## config.mk

```make
export PLATFORM = sky130hd
export DESIGN_NAME = counter_seq_ctrl
export DESIGN_NICKNAME = d
export VERILOG_FILES = /design/src/rtl/counter_seq_ctrl.sv
export SDC_FILE = /design/constraint.sdc
export NUM_CORES = 1
export LEC_CHECK = 0
export CAP_MARGIN = 5
export CORE_ASPECT_RATIO = 2
export CORE_MARGIN = 10
export CORE_UTILIZATION = 47
export DETAILED_ROUTE_END_ITERATION = 8
export HOLD_SLACK_MARGIN = 0.12
export PLACE_DENSITY = 0.8
export SKIP_CTS_REPAIR_TIMING = 1
export SKIP_LAST_GASP = 1
export SYNTH_ARGS = -nofsm -noshare
export SYNTH_HDL_FRONTEND = slang
export SYNTH_SLANG_ARGS = --single-unit
```

## constraint.sdc

```tcl
create_clock -name i_sysclk -period 2.8 [get_ports i_sysclk]
set_input_delay 0.42 -clock i_sysclk [delete_from_list [all_inputs] [get_ports i_sysclk]]
set_output_delay 0.42 -clock i_sysclk [all_outputs]
set_load 0.01 [all_outputs]
```

## src/rtl/counter_seq_ctrl.sv

```systemverilog
// counter_seq_ctrl
//   Sequencer for an external load/clear/enable counter. A start request
//   latches the configuration, loads the start value, then pulses the count
//   enable every (prescale+1) cycles until the counter reaches the terminal
//   value. One-shot mode reports done and stops. Auto-reload mode reloads the
//   start value and repeats. A stop request aborts and clears the counter.
//   All strobes are registered so that the counter sees glitch-free controls.

module counter_seq_ctrl #(
    parameter int CNT_W = 16,
    parameter int PS_W  = 8
) (
    input  logic             i_sysclk,
    input  logic             i_sysrst,
    input  logic             i_start,
    input  logic             i_stop,
    input  logic             i_mode,
    input  logic [PS_W-1:0]  i_prescale,
    input  logic [CNT_W-1:0] i_load_val,
    input  logic [CNT_W-1:0] i_term_val,
    input  logic [CNT_W-1:0] i_cnt_data,
    output logic             o_cnt_en,
    output logic             o_ld,
    output logic             o_clr,
    output logic [CNT_W-1:0] o_ld_data,
    output logic             o_busy,
    output logic             o_done,
    output logic             o_tick,
    output logic [1:0]       o_state
);

    typedef enum logic [1:0] {
        S_IDLE = 2'b00,
        S_LOAD = 2'b01,
        S_RUN  = 2'b10,
        S_DONE = 2'b11
    } state_t;

    // State and latched configuration
    state_t           r_state;
    logic             r_mode;
    logic [PS_W-1:0]  r_ps;
    logic [CNT_W-1:0] r_load;
    logic [CNT_W-1:0] r_term;
    logic [PS_W-1:0]  r_pc;

    // Registered strobes towards the counter and the CPU side
    logic             r_cnt_en;
    logic             r_ld;
    logic             r_clr;
    logic             r_done;
    logic             r_tick;

    // Next-state / next-output values
    state_t           w_state_next;
    logic             w_latch;
    logic [PS_W-1:0]  w_pc_next;
    logic             w_cnt_en_next;
    logic             w_ld_next;
    logic             w_clr_next;
    logic             w_done_next;
    logic             w_tick_next;

    // Datapath helpers
    logic [CNT_W-1:0] w_cnt_after;
    logic             w_hit;
    logic             w_terminal;

    // The counter has not yet applied the enable we are driving now, so the
    // value it will hold after this edge is the current value plus that enable.
    // Comparing against this look-ahead value lets the enable drop in the same
    // cycle the terminal value is reached, with no overshoot.
    assign w_cnt_after = i_cnt_data + {{(CNT_W-1){1'b0}}, r_cnt_en};
    assign w_hit       = (r_pc == r_ps);
    assign w_terminal  = (w_cnt_after == r_term);

    // Next-state and next-strobe decode; stop has priority over everything
    always_comb begin
        w_state_next  = r_state;
        w_latch       = 1'b0;
        w_pc_next     = r_pc;
        w_cnt_en_next = 1'b0;
        w_ld_next     = 1'b0;
        w_clr_next    = 1'b0;
        w_done_next   = 1'b0;
        w_tick_next   = 1'b0;

        case (r_state)
            S_IDLE: begin
                // A start together with stop is dropped; stop alone does nothing here
                if (i_start && !i_stop) begin
                    w_latch      = 1'b1;
                    w_state_next = S_LOAD;
                    w_ld_next    = 1'b1;
                end
            end

            S_LOAD: begin
                if (i_stop) begin
                    w_state_next = S_IDLE;
                    w_clr_next   = 1'b1;
                end else begin
                    w_state_next = S_RUN;
                    w_pc_next    = '0;
                end
            end

            S_RUN: begin
                if (i_stop) begin
                    // Abort wins even over a terminal detected in this cycle
                    w_state_next = S_IDLE;
                    w_clr_next   = 1'b1;
                end else begin
                    w_pc_next = w_hit ? '0 : r_pc + {{(PS_W-1){1'b0}}, 1'b1};
                    if (w_terminal) begin
                        w_tick_next = 1'b1;
                        if (r_mode) begin
                            // Auto-reload: go straight back to loading
                            w_state_next = S_LOAD;
                            w_ld_next    = 1'b1;
                        end else begin
                            w_state_next = S_DONE;
                            w_done_next  = 1'b1;
                        end
                    end else begin
                        w_cnt_en_next = w_hit;
                    end
                end
            end

            S_DONE: begin
                w_state_next = S_IDLE;
                w_clr_next   = i_stop;
            end

            default: begin
                w_state_next = S_IDLE;
            end
        endcase
    end

    // FSM state register
    always_ff @(posedge i_sysclk or negedge i_sysrst) begin
        if (!i_sysrst) begin
            r_state <= S_IDLE;
        end else begin
            r_state <= w_state_next;
        end
    end

    // Configuration captured once per start; inputs may change freely afterwards
    always_ff @(posedge i_sysclk or negedge i_sysrst) begin
        if (!i_sysrst) begin
            r_mode <= 1'b0;
            r_ps   <= '0;
            r_load <= '0;
            r_term <= '0;
        end else if (w_latch) begin
            r_mode <= i_mode;
            r_ps   <= i_prescale;
            r_load <= i_load_val;
            r_term <= i_term_val;
        end
    end

    // Prescale counter, restarted on every load
    always_ff @(posedge i_sysclk or negedge i_sysrst) begin
        if (!i_sysrst) begin
            r_pc <= '0;
        end else begin
            r_pc <= w_pc_next;
        end
    end

    // Registered output strobes
    always_ff @(posedge i_sysclk or negedge i_sysrst) begin
        if (!i_sysrst) begin
            r_cnt_en <= 1'b0;
            r_ld     <= 1'b0;
            r_clr    <= 1'b0;
            r_done   <= 1'b0;
            r_tick   <= 1'b0;
        end else begin
            r_cnt_en <= w_cnt_en_next;
            r_ld     <= w_ld_next;
            r_clr    <= w_clr_next;
            r_done   <= w_done_next;
            r_tick   <= w_tick_next;
        end
    end

    assign o_cnt_en  = r_cnt_en;
    assign o_ld      = r_ld;
    assign o_clr     = r_clr;
    assign o_ld_data = r_load;
    assign o_busy    = (r_state != S_IDLE);
    assign o_done    = r_done;
    assign o_tick    = r_tick;
    assign o_state   = r_state;

endmodule
```

==> out/qor_table.md <==
| Group | Result | Reported |
|:---|:---|:---|
| run status | Status | finished clean |
| power and ir drop | Leakage component of the power | 1.590 nW |
| timing | Highest clock frequency the design can meet | 406.9 MHz |
| grt | Number of global-route vias before repair | 2443 |
| floorplanning | Std cell rows | 39 |
| place | Pre-CTS WS | 30.43 ps |
| critical path | Number of cells on the worst reg-to-reg path | 8 |
| detailed routing | Vias per std cell | 5.461 |
| grt | Overall global routing resource usage | 15.63% |
| grt | Global-route wire length before repair | 11.66 mm |
| detailed routing | First DRT Iteration DRCs | 105 |
| place | Input/output buffers | 84 |
| detailed routing | Post-detailed-route count of antenna-violating nets | 0 |
| critical path | Arrival time of data at the critical path endpoint | 2630 ps |
| clock network | TritonCTS clock tree | done |
| critical path | R2r setup slk | 540 ps |
| run | Max-cap viol count | 0 |
| cells and area | # nets final | 399 |
| clock network | Number of buffers inserted during clock tree synthesis | 5 |
| critical path | Worst R2R Start | o_cnt_en$_DFF_PN0_ |
| critical path | Worst-path fanout max | 5 |
| synth | Synth cell types | 43 |
| synth | Post-synth design cell area | 0.002786 mm2 |
| cells and area | Ant diodes | 0 |
| cells and area | Highest-count cells in the layout ignoring fill and taps | 83 x sky130_fd_sc_hd__clkdlybuf4s50_1, 56 x sky130_fd_sc_hd__dfrtp_1, 41 x sky130_fd_sc_hd__mux2_2 |
| critical path | Startpoint of the worst setup timing path | i_cnt_data[0] |
| place | Half-perimeter wire length of the detailed placement result | 5.826 mm |
| floorplanning | Die span in y | 128.9 um |
| timing | Worst setup slack after layout | 342.5 ps |
| timing | Fin Clk Skew | 8.701 ps |
| timing | Setup Total Neg Slack | 0 ps |
| grt | Largest net degree at the start of global routing | 57 |
| detailed routing | DRC viols | 0 |
| synth | Synthesis Warnings | 0 |
| floorplanning | Die Wd | 74.45 um |
| hold path | Min-delay worst type | in -> async |
| power and ir drop | Worst supply voltage drop on vdd | 0.3974 mV |
| timing | Slew at the pin closest to its max-slew limit | 689.7 ps |
| clock network | CTS sink count | 56 |
| clock network | Number of H-tree branching levels | 2 |
| floorplanning | Overall die area | 0.009595 mm2 |
| timing | Count of final setup violators | 0 |
| clock network | Clock buffer depth | 2 |
| critical path | Kind of end point of the critical path | register |
| critical path | Endpoint of the most critical register-to-register path | o_state[1]$_DFFE_PN0P_ |
| timing | Fin. Hold Viols | 0 |
| cells and area | Filler Cells Inserted | 442 |
| cells and area | Most common cell after layout, fill and taps aside | sky130_fd_sc_hd__clkdlybuf4s50_1 |
| timing | Unrepaired setup endpoints after global routing | false |
| grt | Remaining global-route overflow | 0 |
| synth | Register bit count reported by yosys | 56 |
| synth | Fraction of the yosys area taken by sequential cells | 50.29% |
| clock network | Clock latency on the worst-skew pair | 300 ps |
| detailed routing | Per-cell routed wire length | 18.53 um |
| floorplanning | I/O Pins | 85 |
| synth | Post-synthesis cell count | 234 |
| synth | Post-synthesis area per instance | 11.91 um2 |
| cells and area | Area delta synth->final | 41.94% |
| detailed routing | First-pass detailed-route iteration total | 4 |
| timing | Final max-slew violation count | 0 |
| critical path | CP startpoint kind | input pin |
| cells and area | Layout cell share with drive strength beyond 1 | 21.73% |
| detailed routing | Number of vias after detailed routing | 2168 |
| floorplanning | Area of the core | 0.005758 mm2 |
| detailed routing | Total routed wirelength | 7.357 mm |
| clock network | Clock-pin slew on the worst setup and hold paths | 80 ps |
| critical path | CP Data Required Time | 2980 ps |
| synth | Number of nets produced by synthesis | 298 |
| critical path | Critical path start-end classification | in -> reg |
| timing | Relative max-transition margin | 54.02% |
| grt | Initial antenna violation count | 0 |
| clock network | Buffer type at the clock tree root | sky130_fd_sc_hd__clkbuf_16 |
| timing | Fin crit period | 2457 ps |
| power and ir drop | Power density relative to cell area | 595.8 mW/mm2 |
| place | Placer Congestion | 0.9170 |
| timing | Final period util | 87.77% |
| floorplanning | Initial core utilization | 48.39% |
[worst max-delay path by stage]
stage	cells after the start	to
after floorplan	7	o_state[1]$_DFFE_PN0P_
after global placement	9	o_state[1]$_DFFE_PN0P_
after detailed placement	9	o_state[1]$_DFFE_PN0P_
after CTS	9	o_state[1]$_DFFE_PN0P_
after global routing	9	o_state[1]$_DFFE_PN0P_
final	9	o_state[1]$_DFFE_PN0P_
[final cells by class]
cell class	instances	area (um2)	area share, %
Clock buffer	5	125.1	3.164
Clock inverter	3	27.53	0.6960
Inverter	2	7.507	0.1898
Multi-Input combinational cell	172	1364	34.48
Sequential cell	56	1401	35.43
Tap cell	61	76.32	1.930
Timing Repair Buffer	98	953.4	24.11
[flip-flops by register name, indices dropped and copies added, names as in the netlist, 2 cells and up]
signal     cells
r_pc           8
o_state        2
o_ld_data     16
r_ps           8
r_term        16
[routing by layer]
metal / up-vias / global-route usage (%) / part of all wire, %
met3: 17 / 3.233 / 4.3
met4: 0 / 7.623 / 2.9
met2: 62 / 29.90 / 58
met1: 1040 / 14.77 / 34
li1: 1049 / - / -
met5: - / 0 / 0
[synth_stat cells]
cell / n / area (um2)
sky130_fd_sc_hd__a31oi_1: 2 / 12.51
sky130_fd_sc_hd__nand3_1: 5 / 25.02
sky130_fd_sc_hd__mux2_2: 41 / 461.7
sky130_fd_sc_hd__or2_4: 1 / 8.760
sky130_fd_sc_hd__a21o_1: 3 / 22.52
sky130_fd_sc_hd__nand4_2: 1 / 12.51
sky130_fd_sc_hd__xnor2_1: 20 / 175.2
sky130_fd_sc_hd__nor3_1: 4 / 20.02
sky130_fd_sc_hd__nor4_1: 6 / 37.54
sky130_fd_sc_hd__or2_2: 1 / 6.260
sky130_fd_sc_hd__nand2_1: 17 / 63.81
sky130_fd_sc_hd__o21bai_1: 2 / 15.01
sky130_fd_sc_hd__and4_1: 1 / 8.760
sky130_fd_sc_hd__o311a_1: 1 / 10.01
sky130_fd_sc_hd__o21ai_0: 14 / 70.07
sky130_fd_sc_hd__nand4b_1: 1 / 8.760
sky130_fd_sc_hd__clkbuf_1: 1 / 3.750
sky130_fd_sc_hd__o41a_1: 1 / 11.26
sky130_fd_sc_hd__nor2b_1: 1 / 6.260
sky130_fd_sc_hd__nand2b_1: 3 / 18.77
sky130_fd_sc_hd__a22o_1: 1 / 8.760
sky130_fd_sc_hd__a221oi_4: 1 / 26.28
sky130_fd_sc_hd__nor3b_1: 4 / 30.03
sky130_fd_sc_hd__nor2_1: 7 / 26.28
sky130_fd_sc_hd__nand4_1: 5 / 31.28
sky130_fd_sc_hd__inv_1: 2 / 7.510
sky130_fd_sc_hd__and2_1: 1 / 6.260
sky130_fd_sc_hd__buf_2: 3 / 15.01
sky130_fd_sc_hd__nand2_2: 1 / 6.260
sky130_fd_sc_hd__o21ai_1: 1 / 5.000
sky130_fd_sc_hd__ha_1: 3 / 37.54
sky130_fd_sc_hd__a211oi_1: 1 / 7.510
sky130_fd_sc_hd__o2111ai_1: 1 / 8.760
sky130_fd_sc_hd__and3_1: 4 / 25.02
sky130_fd_sc_hd__nand3_2: 1 / 10.01
sky130_fd_sc_hd__or3_1: 1 / 6.260
sky130_fd_sc_hd__dfrtp_1: 56 / 1401
sky130_fd_sc_hd__a31o_2: 1 / 8.760
sky130_fd_sc_hd__xor2_1: 9 / 78.83
sky130_fd_sc_hd__a21oi_1: 2 / 10.01
sky130_fd_sc_hd__nand4bb_1: 1 / 11.26
sky130_fd_sc_hd__or3_4: 1 / 11.26
sky130_fd_sc_hd__o221ai_1: 1 / 8.760
[report_power, final]
group	internal [mW]	switching, mW
logic	0.397	0.252
registers	0.952	0.105
clock network	0.340	0.310
[critical path, stage by stage]
cell                              delay [ps]
sky130_fd_sc_hd__clkdlybuf4s50_1         470
sky130_fd_sc_hd__ha_1                    190
sky130_fd_sc_hd__ha_1                    180
sky130_fd_sc_hd__nand2_1                  90
sky130_fd_sc_hd__nor2_1                  260
sky130_fd_sc_hd__nand4_1                 200
sky130_fd_sc_hd__a221oi_4                340
sky130_fd_sc_hd__nand2_2                  80
sky130_fd_sc_hd__o41a_1                  410
[through the flow]
stage	hold WS, ps	utilization [%]	power (mW)	std cells	instance area [um2]
finish	245.3	68.69	2.356	397	3955
global route	302.5	68.69	2.482	397	3955
detailed placement	494.6	66.04	1.729	389	3802
global placement	487.7	66.04	1.705	389	3802
floorplan	124.4	-	1.395	234	2786
CTS	273.8	68.69	2.386	397	3955
[cell families (layout without fill, tap and decap cells)]
logic type,count (synthesis),count (layout),share of synthesized area [%]
AO/OA/AOI/OAI,32,32,8.083
buffers and inverters,6,108,0.9428
adder cells (fa/ha/maj),3,3,1.347
flip-flops,56,56,50.29
AND/OR/NAND/NOR,67,67,13.65
XOR/XNOR,29,29,9.116
multiplexers,41,41,16.57
No activity file was read; power rests on OpenSTA's default activity.
